### src/rtl/uart_rx_fifo.sv
// Show-ahead receive FIFO behind the UART receiver, with a sticky overflow flag.
// Optional almost_full output is enabled by defining RX_FIFO_ALMOST_FULL_EN.
module uart_rx_fifo #(
  parameter int DBIT   = 8,
`ifdef RX_FIFO_ALMOST_FULL_EN
  parameter int AF_LVL = 12,
`endif
  parameter int ADDR_W = 4
) (
  input  logic              clk,
  input  logic              reset,
  input  logic              rx_done_tick,
  input  logic [DBIT-1:0]   din,
  input  logic              rd,
  input  logic              clr_ovf,
  output logic [DBIT-1:0]   dout,
  output logic              empty,
  output logic              full,
  output logic [ADDR_W:0]   count,
  output logic              overflow
`ifdef RX_FIFO_ALMOST_FULL_EN
  ,
  output logic              almost_full
`endif
);

  localparam logic [ADDR_W:0] FULL_CNT = {1'b1, {ADDR_W{1'b0}}};

  logic [DBIT-1:0]   mem [2**ADDR_W];
  logic [ADDR_W-1:0] wrPtr_q, wrPtr_d;
  logic [ADDR_W-1:0] rdPtr_q, rdPtr_d;
  logic [ADDR_W:0]   count_q, count_d;
  logic              overflow_q, overflow_d;
  logic              rdEn, wrEn;

  assign empty    = (count_q == '0);
  assign full     = (count_q == FULL_CNT);
  assign count    = count_q;
  assign overflow = overflow_q;
  assign dout     = empty ? '0 : mem[rdPtr_q];

  // A pop frees a slot in the same cycle, so a full FIFO still takes a write when popped.
  always_comb begin
    rdEn       = rd && !empty;
    wrEn       = rx_done_tick && (!full || rdEn);
    wrPtr_d    = wrPtr_q;
    rdPtr_d    = rdPtr_q;
    count_d    = count_q;
    overflow_d = overflow_q;
    if (wrEn) wrPtr_d = wrPtr_q + ADDR_W'(1);
    if (rdEn) rdPtr_d = rdPtr_q + ADDR_W'(1);
    if (wrEn && !rdEn) count_d = count_q + (ADDR_W+1)'(1);
    else if (rdEn && !wrEn) count_d = count_q - (ADDR_W+1)'(1);
    if (rx_done_tick && full && !rd) overflow_d = 1'b1;
    else if (clr_ovf) overflow_d = 1'b0;
  end

  always_ff @(posedge clk or negedge reset) begin
    if (!reset) begin
      wrPtr_q    <= '0;
      rdPtr_q    <= '0;
      count_q    <= '0;
      overflow_q <= 1'b0;
    end else begin
      wrPtr_q    <= wrPtr_d;
      rdPtr_q    <= rdPtr_d;
      count_q    <= count_d;
      overflow_q <= overflow_d;
    end
  end

  // Storage is deliberately left uncleared by reset.
  always_ff @(posedge clk) begin
    if (wrEn) mem[wrPtr_q] <= din;
  end

`ifdef RX_FIFO_ALMOST_FULL_EN
  localparam logic [ADDR_W:0] AF_CNT = AF_LVL[ADDR_W:0];
  logic almostFull_q;

  always_ff @(posedge clk or negedge reset) begin
    if (!reset) almostFull_q <= 1'b0;
    else        almostFull_q <= (count_d >= AF_CNT);
  end

  assign almost_full = almostFull_q;
`endif

endmodule

### config.mk
export PLATFORM = sky130hd
export DESIGN_NAME = uart_rx_fifo
export DESIGN_NICKNAME = d
export VERILOG_FILES = /design/src/rtl/uart_rx_fifo.sv
export SDC_FILE = /design/constraint.sdc
export NUM_CORES = 1
export LEC_CHECK = 0
export CAP_MARGIN = 25
export CORE_MARGIN = 1
export CORE_UTILIZATION = 35
export DETAILED_ROUTE_END_ITERATION = 16
export HOLD_SLACK_MARGIN = 0.12
export SYNTH_ARGS = -nofsm -noshare
export SYNTH_HDL_FRONTEND = slang
export SYNTH_SLANG_ARGS = --single-unit
### constraint.sdc
create_clock -name clk -period 2.36 [get_ports clk]
set_input_delay 0.236 -clock clk [delete_from_list [all_inputs] [get_ports clk]]
set_output_delay 0.236 -clock clk [all_outputs]
set_load 0.02 [all_outputs]
==> results of run 1 <==
-- synth_stat cells, types with 2 or more instances --
| cell | count | area [um^2] |
|---|---|---|
| a21o_1 | 2 | 15.01 |
| a21oi_1 | 10 | 50.05 |
| buf_1 | 2 | 7.510 |
| buf_2 | 4 | 20.02 |
| buf_6 | 3 | 33.78 |
| clkbuf_1 | 4 | 15.01 |
| dfrtp_1 | 14 | 350.3 |
| edfxtp_1 | 128 | 3844 |
| ha_1 | 9 | 112.6 |
| inv_1 | 6 | 22.52 |
| mux2_1 | 2 | 22.52 |
| mux2_2 | 8 | 90.09 |
| mux2i_1 | 9 | 90.09 |
| mux4_1 | 9 | 236.5 |
| mux4_2 | 23 | 518.0 |
| nand2_1 | 11 | 41.29 |
| nand2b_1 | 3 | 18.77 |
| nand3_1 | 2 | 10.01 |
| nor2_1 | 12 | 45.04 |
| nor3_1 | 7 | 35.03 |
| o21ai_0 | 2 | 10.01 |
| o21ai_1 | 10 | 50.05 |
| xnor2_1 | 8 | 70.07 |
-- registers in the layout (all words and copies together) (netlist names) --
name	count
mem	128
count	5
rdPtr_q	4
wrPtr_q	4
overflow	1
-- what timing repair did --
item | in CTS | in global routing
endpoints found under the setup margin | 11 | 10
gates cloned | 2 | 0
pin swaps | 2 | 1
buffers inserted | 3 | 0
resized for setup | 65 | 3
-- routing by layer --
metal / global-route usage, % / part of all wire, % / vias to the layer above / wire (um)
met4: 5.685 / 1.4 / 0 / 161
li1: - / - / 1357 / -
met2: 22.93 / 48 / 73 / 5597
met1: 19.58 / 45 / 1527 / 5203
met5: 0 / 0 / - / 0
met3: 3.897 / 5.2 / 13 / 597
-- cell type report --
class                           instances  area (um^2)
Fill cell                            1383         8798
Sequential cell                       142         4199
Timing Repair Buffer                   70        676.9
Clock buffer                           18        429.2
Clock inverter                         14        102.6
Inverter                                7        31.28
Tap cell                              216        270.3
Multi-Input combinational cell        137         1608
-- final timing paths --
| check | slack (ps) | depth (start not counted) | end |
|---|---|---|---|
| worst max register to register | 50 | 10 | count[4] |
| worst max-delay path | -110 | 6 | dout[1] |
| worst min-delay path | 230 | 1 | count[4] |
| max in group asynchronous | 1670 | 1 | rdPtr_q[1] |
| min in group clk | 430 | 3 | overflow |
| worst min register to register | 510 | 1 | overflow |
-- metrics by stage --
stage | cells | total power [mW] | hold slack, ps
after detailed placement | 568 | 6.703 | 486.3
after global routing | 604 | 9.775 | 275.0
final | 604 | 9.300 | 230.0
after global placement | 568 | 6.641 | 484.4
after CTS | 604 | 9.409 | 233.1
after floorplan | 302 | 5.477 | -59.59
-- power by group through the flow --
stage	Combinational (mW)	Sequential [mW]	Clock, mW
after global placement	3.28	3.36	0
after floorplan	2.15	3.33	0
after CTS	3.63	3.36	2.41
after detailed placement	3.32	3.38	0
final	3.58	3.35	2.37
after global routing	3.86	3.39	2.52
-- placed cells by master, fill, tap and decap left out, drive strengths merged, types with 2 or more instances in the layout --
cell type	netlist	routed
nor2	12	12
clkinv	0	9
mux2	10	10
ha	9	9
inv	7	7
nor3	7	7
a21oi	10	10
a21o	2	2
mux2i	9	9
xnor2	8	8
dfrtp	14	14
buf	12	50
o21ai	12	12
edfxtp	128	128
mux4	32	32
clkinvlp	0	4
nand2	11	11
clkbuf	4	18
nand3	2	2
clkdlybuf4s50	0	18
nand2b	3	3
-- worst max-delay path, delay by kind of cell (launching register included) --
| kind | cells | cell delay (ps) |
|---|---|---|
| buffers and inverters | 2 | 360 |
| DFF | 1 | 410 |
| muxes | 2 | 820 |
| AOI/OAI and AO/OA | 2 | 220 |
-- cell families after synthesis --
family / synth area share [%]
buffers and inverters: 2.480
adders and majority gates: 2.266
muxes: 16.35
xor gates and xnor gates: 1.347
AOI/OAI and AO/OA: 2.800
and+or+nand+nor: 3.100
DFF: 71.65
==> run summary, run 1 <==
=================================================================================
Result of the run                                                    finished, violations left
Violations in the final reports                                      setup timing
Clock share of power                                                        25.5%
Biggest cell delay along the critical path                                 540 ps
Startpoint type of the worst setup path                                  register
Total clock buffers created by CTS                                             17
Die extent in x                                                          131.3 um
R2r startpoint                                                           count[0]
Worst Path Arrival                                                        2230 ps
Count of different cell masters after synthesis                                37
Proportion of total power due to net switching                             31.40%
Starting Density                                                           36.32%
Area of the die                                                      0.01724 mm^2
First-pass GRT wire length                                               18360 um
# hold bufs at CTS                                                              0
Number of warning messages in the yosys log                                     0
Gate count of the mapped netlist                                              302
DR iter-0 viols                                                               233
Count of final setup violators                                                  8
Nature of the critical path endpoint                                 primary output
Via Count                                                                    2970
Post-route minimum period                                                 2468 ps
Pwr per Cell Area                                                    1271 mW/mm^2
Fraction of the yosys area taken by sequential cells                       71.65%
Leftover overflow at the end of global routing                                  0
Routed length per instance                                               19.14 um
Sw power                                                                 2.921 mW
Leak                                                                     2.557 nW
Number of antenna violations at the first check in global routing               0
Syn Std Cell Area                                                    0.005853 mm^2
Fin crit share                                                             104.6%
CTS tree                                                                     done
Layout cells sized above 1                                                 34.28%
Unrepaired setup endpoints after global routing                               yes
Placeable core region                                                0.01612 mm^2
Worst VDD drop                                                          0.6029 mV
Setup TNS after final layout                                            -759.3 ps
Routed Wire Length                                                       11560 um
Worst-path clk slew                                                         60 ps
Max-capacitance violation count                                                 0
Fraction of synthesis flops using an asynchronous set or reset pin         9.859%
Synth-to-Final Area Change                                                 25.01%
Number of placement rows                                                       46
Critical path startpoint                                               rdPtr_q[1]
Detailed Routing Iterations Pass 1                                              4
Count of pins on the block boundary                                            29
Final hold violations                                                           0
Via count of the first global-routing pass                                   3173
Detailed-route DRC error count                                                  0
Antenna diode instance count                                                    0
Number of buffers on the longest clock path                                     2
Via-per-instance ratio                                                      4.917
Slack of the critical path                                              -107.7 ps
Fmax                                                                    405.2 MHz
Highest net fanout along the worst path                                        10
Pin count of the biggest net entering global routing                           21
Setup slack at placement                                                -72.70 ps
Path type of the worst min-delay path                                input pin to asynchronous set/reset pin
Worst skew pair latency                                                    410 ps
Crit path required time                                                   2120 ps
Max-slew headroom                                                          43.35%
Post-DP HPWL                                                              7422 um
Syn nets                                                                      325
Clock skew after layout                                                  5.229 ps
Ordered cell list for the critical path                              buf_12 > mux4_2 > mux2_2 > o21ai_1 > a21oi_1 > buf_2
Clk sink count                                                                142
Setup CP Type                                                        register to primary output
Post-route design area                                               0.007317 mm^2
Util after Layout                                                          45.40%
Buffer cell driving the clock tree root                                 clkbuf_16
Main synth FF type                                                       edfxtp_1
Number of enable flip-flop cells after synthesis                              128
Internal Pwr Total                                                       6.379 mW
Number of H-tree branching levels                                               4
Routed Antenna Nets                                                             0
Total of flip-flops plus latches after synthesis                              142
Combinational share of power                                                38.5%
Critical Path Slowest Stage Cell                                           mux4_2
Port Buffers                                                                   28
Number of pins exceeding their max-slew limit in the final report               0
Die boundary height                                                      131.3 um
Number of nets in the layout                                                  398
Average size of a mapped cell                                          19.38 um^2
Global-route total usage across every layer                                14.68%
Placer Congestion                                                          0.7145
Instance area after placement                                        0.006656 mm^2
Worst-Margin Slew                                                        849.7 ps
Relative contribution of sequential cells to total power                    36.1%
=================================================================================
Power figures use the tool's default switching activity.
==> run 2, diff against run 1 <==
--- a/config.mk
+++ b/config.mk
@@ -9,7 +9,9 @@
 export CORE_MARGIN = 1
 export CORE_UTILIZATION = 35
 export DETAILED_ROUTE_END_ITERATION = 16
+export GPL_ROUTABILITY_DRIVEN = 0
 export HOLD_SLACK_MARGIN = 0.12
+export SKIP_CTS_REPAIR_TIMING = 1
 export SYNTH_ARGS = -nofsm -noshare
 export SYNTH_HDL_FRONTEND = slang
 export SYNTH_SLANG_ARGS = --single-unit
==> run 2 against run 1 <==
Effect of this change: the run still ends with setup timing left; cell area down 1.6%; setup slack worse by 34 ps; wire length down 0.77%; global-route usage down 0.36 points.
==> run summary, run 2 (same netlist as run 1, synthesis figures left out) <==
==================================================================================
Result of the run                                                     finished, violations left
Violations in the final reports                                       setup timing
Detailed-route DRC error count                                                   0   unchanged
Fin crit share                                                              106.0%   +1.4 points
Crit path required time                                                    2120 ps   about the same
Worst skew pair latency                                                     410 ps   about the same
Die boundary height                                                       131.3 um   unchanged
Setup CP Type                                                         register to primary output
Number of buffers on the longest clock path                                      2   unchanged
Slack of the critical path                                               -141.5 ps   -33.78 ps
Layout cells sized above 1                                                  31.01%   -3.3 points
Placeable core region                                                 0.01612 mm^2   unchanged
Relative contribution of sequential cells to total power                     37.4%   +1.3 points
Area of the die                                                       0.01724 mm^2   unchanged
Post-DP HPWL                                                               7422 um   unchanged
Post-route minimum period                                                  2502 ps   +33.78 ps
Depth of the worst register-to-register path                                    10   unchanged
Area taken by multi-input logic gates                                 0.001563 mm^2   -2.8%
CTS tree                                                                      done
Worst VDD drop                                                           0.5840 mV   -3.1%
Sw power                                                                  2.814 mW   -3.7%
Worst-path clk slew                                                          60 ps   about the same
Pin count of the biggest net entering global routing                            21   unchanged
Die extent in x                                                           131.3 um   unchanged
Clock skew after layout                                                   5.887 ps   +0.6584 ps
Path type of the worst min-delay path                                 input pin to asynchronous set/reset pin
Proportion of total power due to net switching                              31.48%   +0.074 points
Internal Pwr Total                                                        6.124 mW   -4.0%
Starting Density                                                            36.32%   unchanged
Worst Path Arrival                                                         2270 ps   +40 ps
Routed Wire Length                                                        11470 um   -0.77%
Count of final setup violators                                                   8   unchanged
Leading cell type in the layout, fill and taps excluded                   edfxtp_1
Tightest hold margin                                                      231.7 ps   +1.719 ps
Port Buffers                                                                    28   unchanged
First-pass GRT wire length                                                17910 um   -2.5%
Number of placement rows                                                        46   unchanged
Total area of sequential cells                                        0.004199 mm^2   unchanged
# fillers                                                                     1393   +0.72%
DR iter-0 viols                                                                226   -3.0%
Combinational share of power                                                 36.1%   -2.4 points
Routed Antenna Nets                                                              0   unchanged
Max-capacitance violation count                                                  0   unchanged
Highest net fanout along the worst path                                         10   unchanged
Number of nets in the layout                                                   397   -0.25%
Max-slew headroom                                                           55.59%   +12 points
Unrepaired setup endpoints after global routing                                yes
Total placed cells including tap cells                                         568   unchanged
Total clock buffers created by CTS                                              17   unchanged
Most used cells in the layout excluding fill and tap cells            128 x edfxtp_1, 38 x buf_4, 23 x mux4_2
Pwr per Cell Area                                                     1241 mW/mm^2   -2.4%
Clk sink count                                                                 142   unchanged
Number of antenna violations at the first check in global routing                0   unchanged
Worst-Margin Slew                                                         664.1 ps   -185.6 ps
Register with the most flip-flops                                              mem
Nature of the critical path endpoint                                  primary output
Count of pins on the block boundary                                             29   unchanged
Leftover overflow at the end of global routing                                   0   unchanged
Flip-flop count of the largest register, all copies and words added            128   unchanged
Clock share of power                                                         26.5%   +1.0 points
Antenna diode instance count                                                     0   unchanged
Final hold violations                                                            0   unchanged
Global-route total usage across every layer                                 14.33%   -0.36 points
Startpoint type of the worst setup path                                   register
Buffer cell driving the clock tree root                                  clkbuf_16
Synth-to-Final Area Change                                                  23.07%
Number of pins exceeding their max-slew limit in the final report                0   unchanged
Routed length per instance                                                19.02 um   -0.61%
Final standard cell count with taps included and fillers excluded              603   -0.17%
Via-per-instance ratio                                                       4.874   -0.88%
Leak                                                                      2.521 nW   -1.4%
Via count of the first global-routing pass                                    3145   -0.88%
Detailed Routing Iterations Pass 1                                               4   unchanged
Total power                                                               8.938 mW   -3.9%
Via Count                                                                     2939   -1.0%
R2r setup slk                                                                60 ps   about the same
Util after Layout                                                           44.70%   -0.71 points
Fmax                                                                     399.8 MHz   -1.4%
Number of H-tree branching levels                                                4   unchanged
==================================================================================
run 2: cell count changes in the layout (fill, tap and decap cells not counted), sizes merged:
| cell | previous run | this run |
|---|---|---|
| buf | 50 | 41 |
| clkbuf | 18 | 26 |
| dlymetal6s2s | 1 | 2 |
| dlygate4sd2 | 1 | 0 |
run 2: through the flow:
stage / setup WS (ps) / setup TNS, ps / instance area [um^2]
2_1_floorplan: 1.492 / 0 / 5902
5_1_grt: -239.8 / -1819 / 7203
3_3_place_gp: -75.56 / -339.4 / 6656
3_5_place_dp: -72.70 / -525.5 / 6656
4_1_cts: -536.3 / -4307 / 7188
6_report: -141.5 / -919.3 / 7203
run 2: final cells by class:
type / instances / area share [%]
clock buffer: 18 / 5.958
clock inverter: 14 / 1.424
inverter: 7 / 0.3995
multi-input combinational: 137 / 21.70
sequential: 142 / 58.29
tap: 216 / 3.752
timing repair buffer: 69 / 8.477
run 2: final timing paths:
check | startpoint | endpoint
setup reg to reg | count[0] | count[4]
max in group asynchronous | reset | rdPtr_q[1]
setup / recovery | rdPtr_q[1] | dout[5]
hold reg to reg | overflow | overflow
min in group clk | clr_ovf | overflow
hold / removal | reset | count[4]
run 2: critical path: stages (launching register included):
cell and delay (ps):
dfrtp_2 430, buf_12 170, mux4_1 580, mux2_2 280
o21ai_1 120, a21oi_1 70, clkbuf_2 200
run 2: layer usage:
layer	GRT usage (%)	wire [um]
met1	18.50	5244
met5	0	0
met4	4.974	78
met2	22.58	5622
met3	4.784	523
run 2: power groups by stage:
stage | clock network [mW] | registers (mW) | logic (mW)
after floorplan | 0 | 3.33 | 2.15
after global placement | 0 | 3.36 | 3.28
after detailed placement | 0 | 3.38 | 3.32
after CTS | 2.41 | 3.34 | 3.34
after global routing | 2.53 | 3.38 | 3.50
final | 2.37 | 3.35 | 3.23
==> run 3, diff against run 2 <==
--- a/config.mk
+++ b/config.mk
@@ -11,7 +11,6 @@
 export DETAILED_ROUTE_END_ITERATION = 16
 export GPL_ROUTABILITY_DRIVEN = 0
 export HOLD_SLACK_MARGIN = 0.12
-export SKIP_CTS_REPAIR_TIMING = 1
 export SYNTH_ARGS = -nofsm -noshare
 export SYNTH_HDL_FRONTEND = slang
 export SYNTH_SLANG_ARGS = --single-unit
==> results of run 3 <==
Final layout, timing and power as in run 1 (identical DEF).
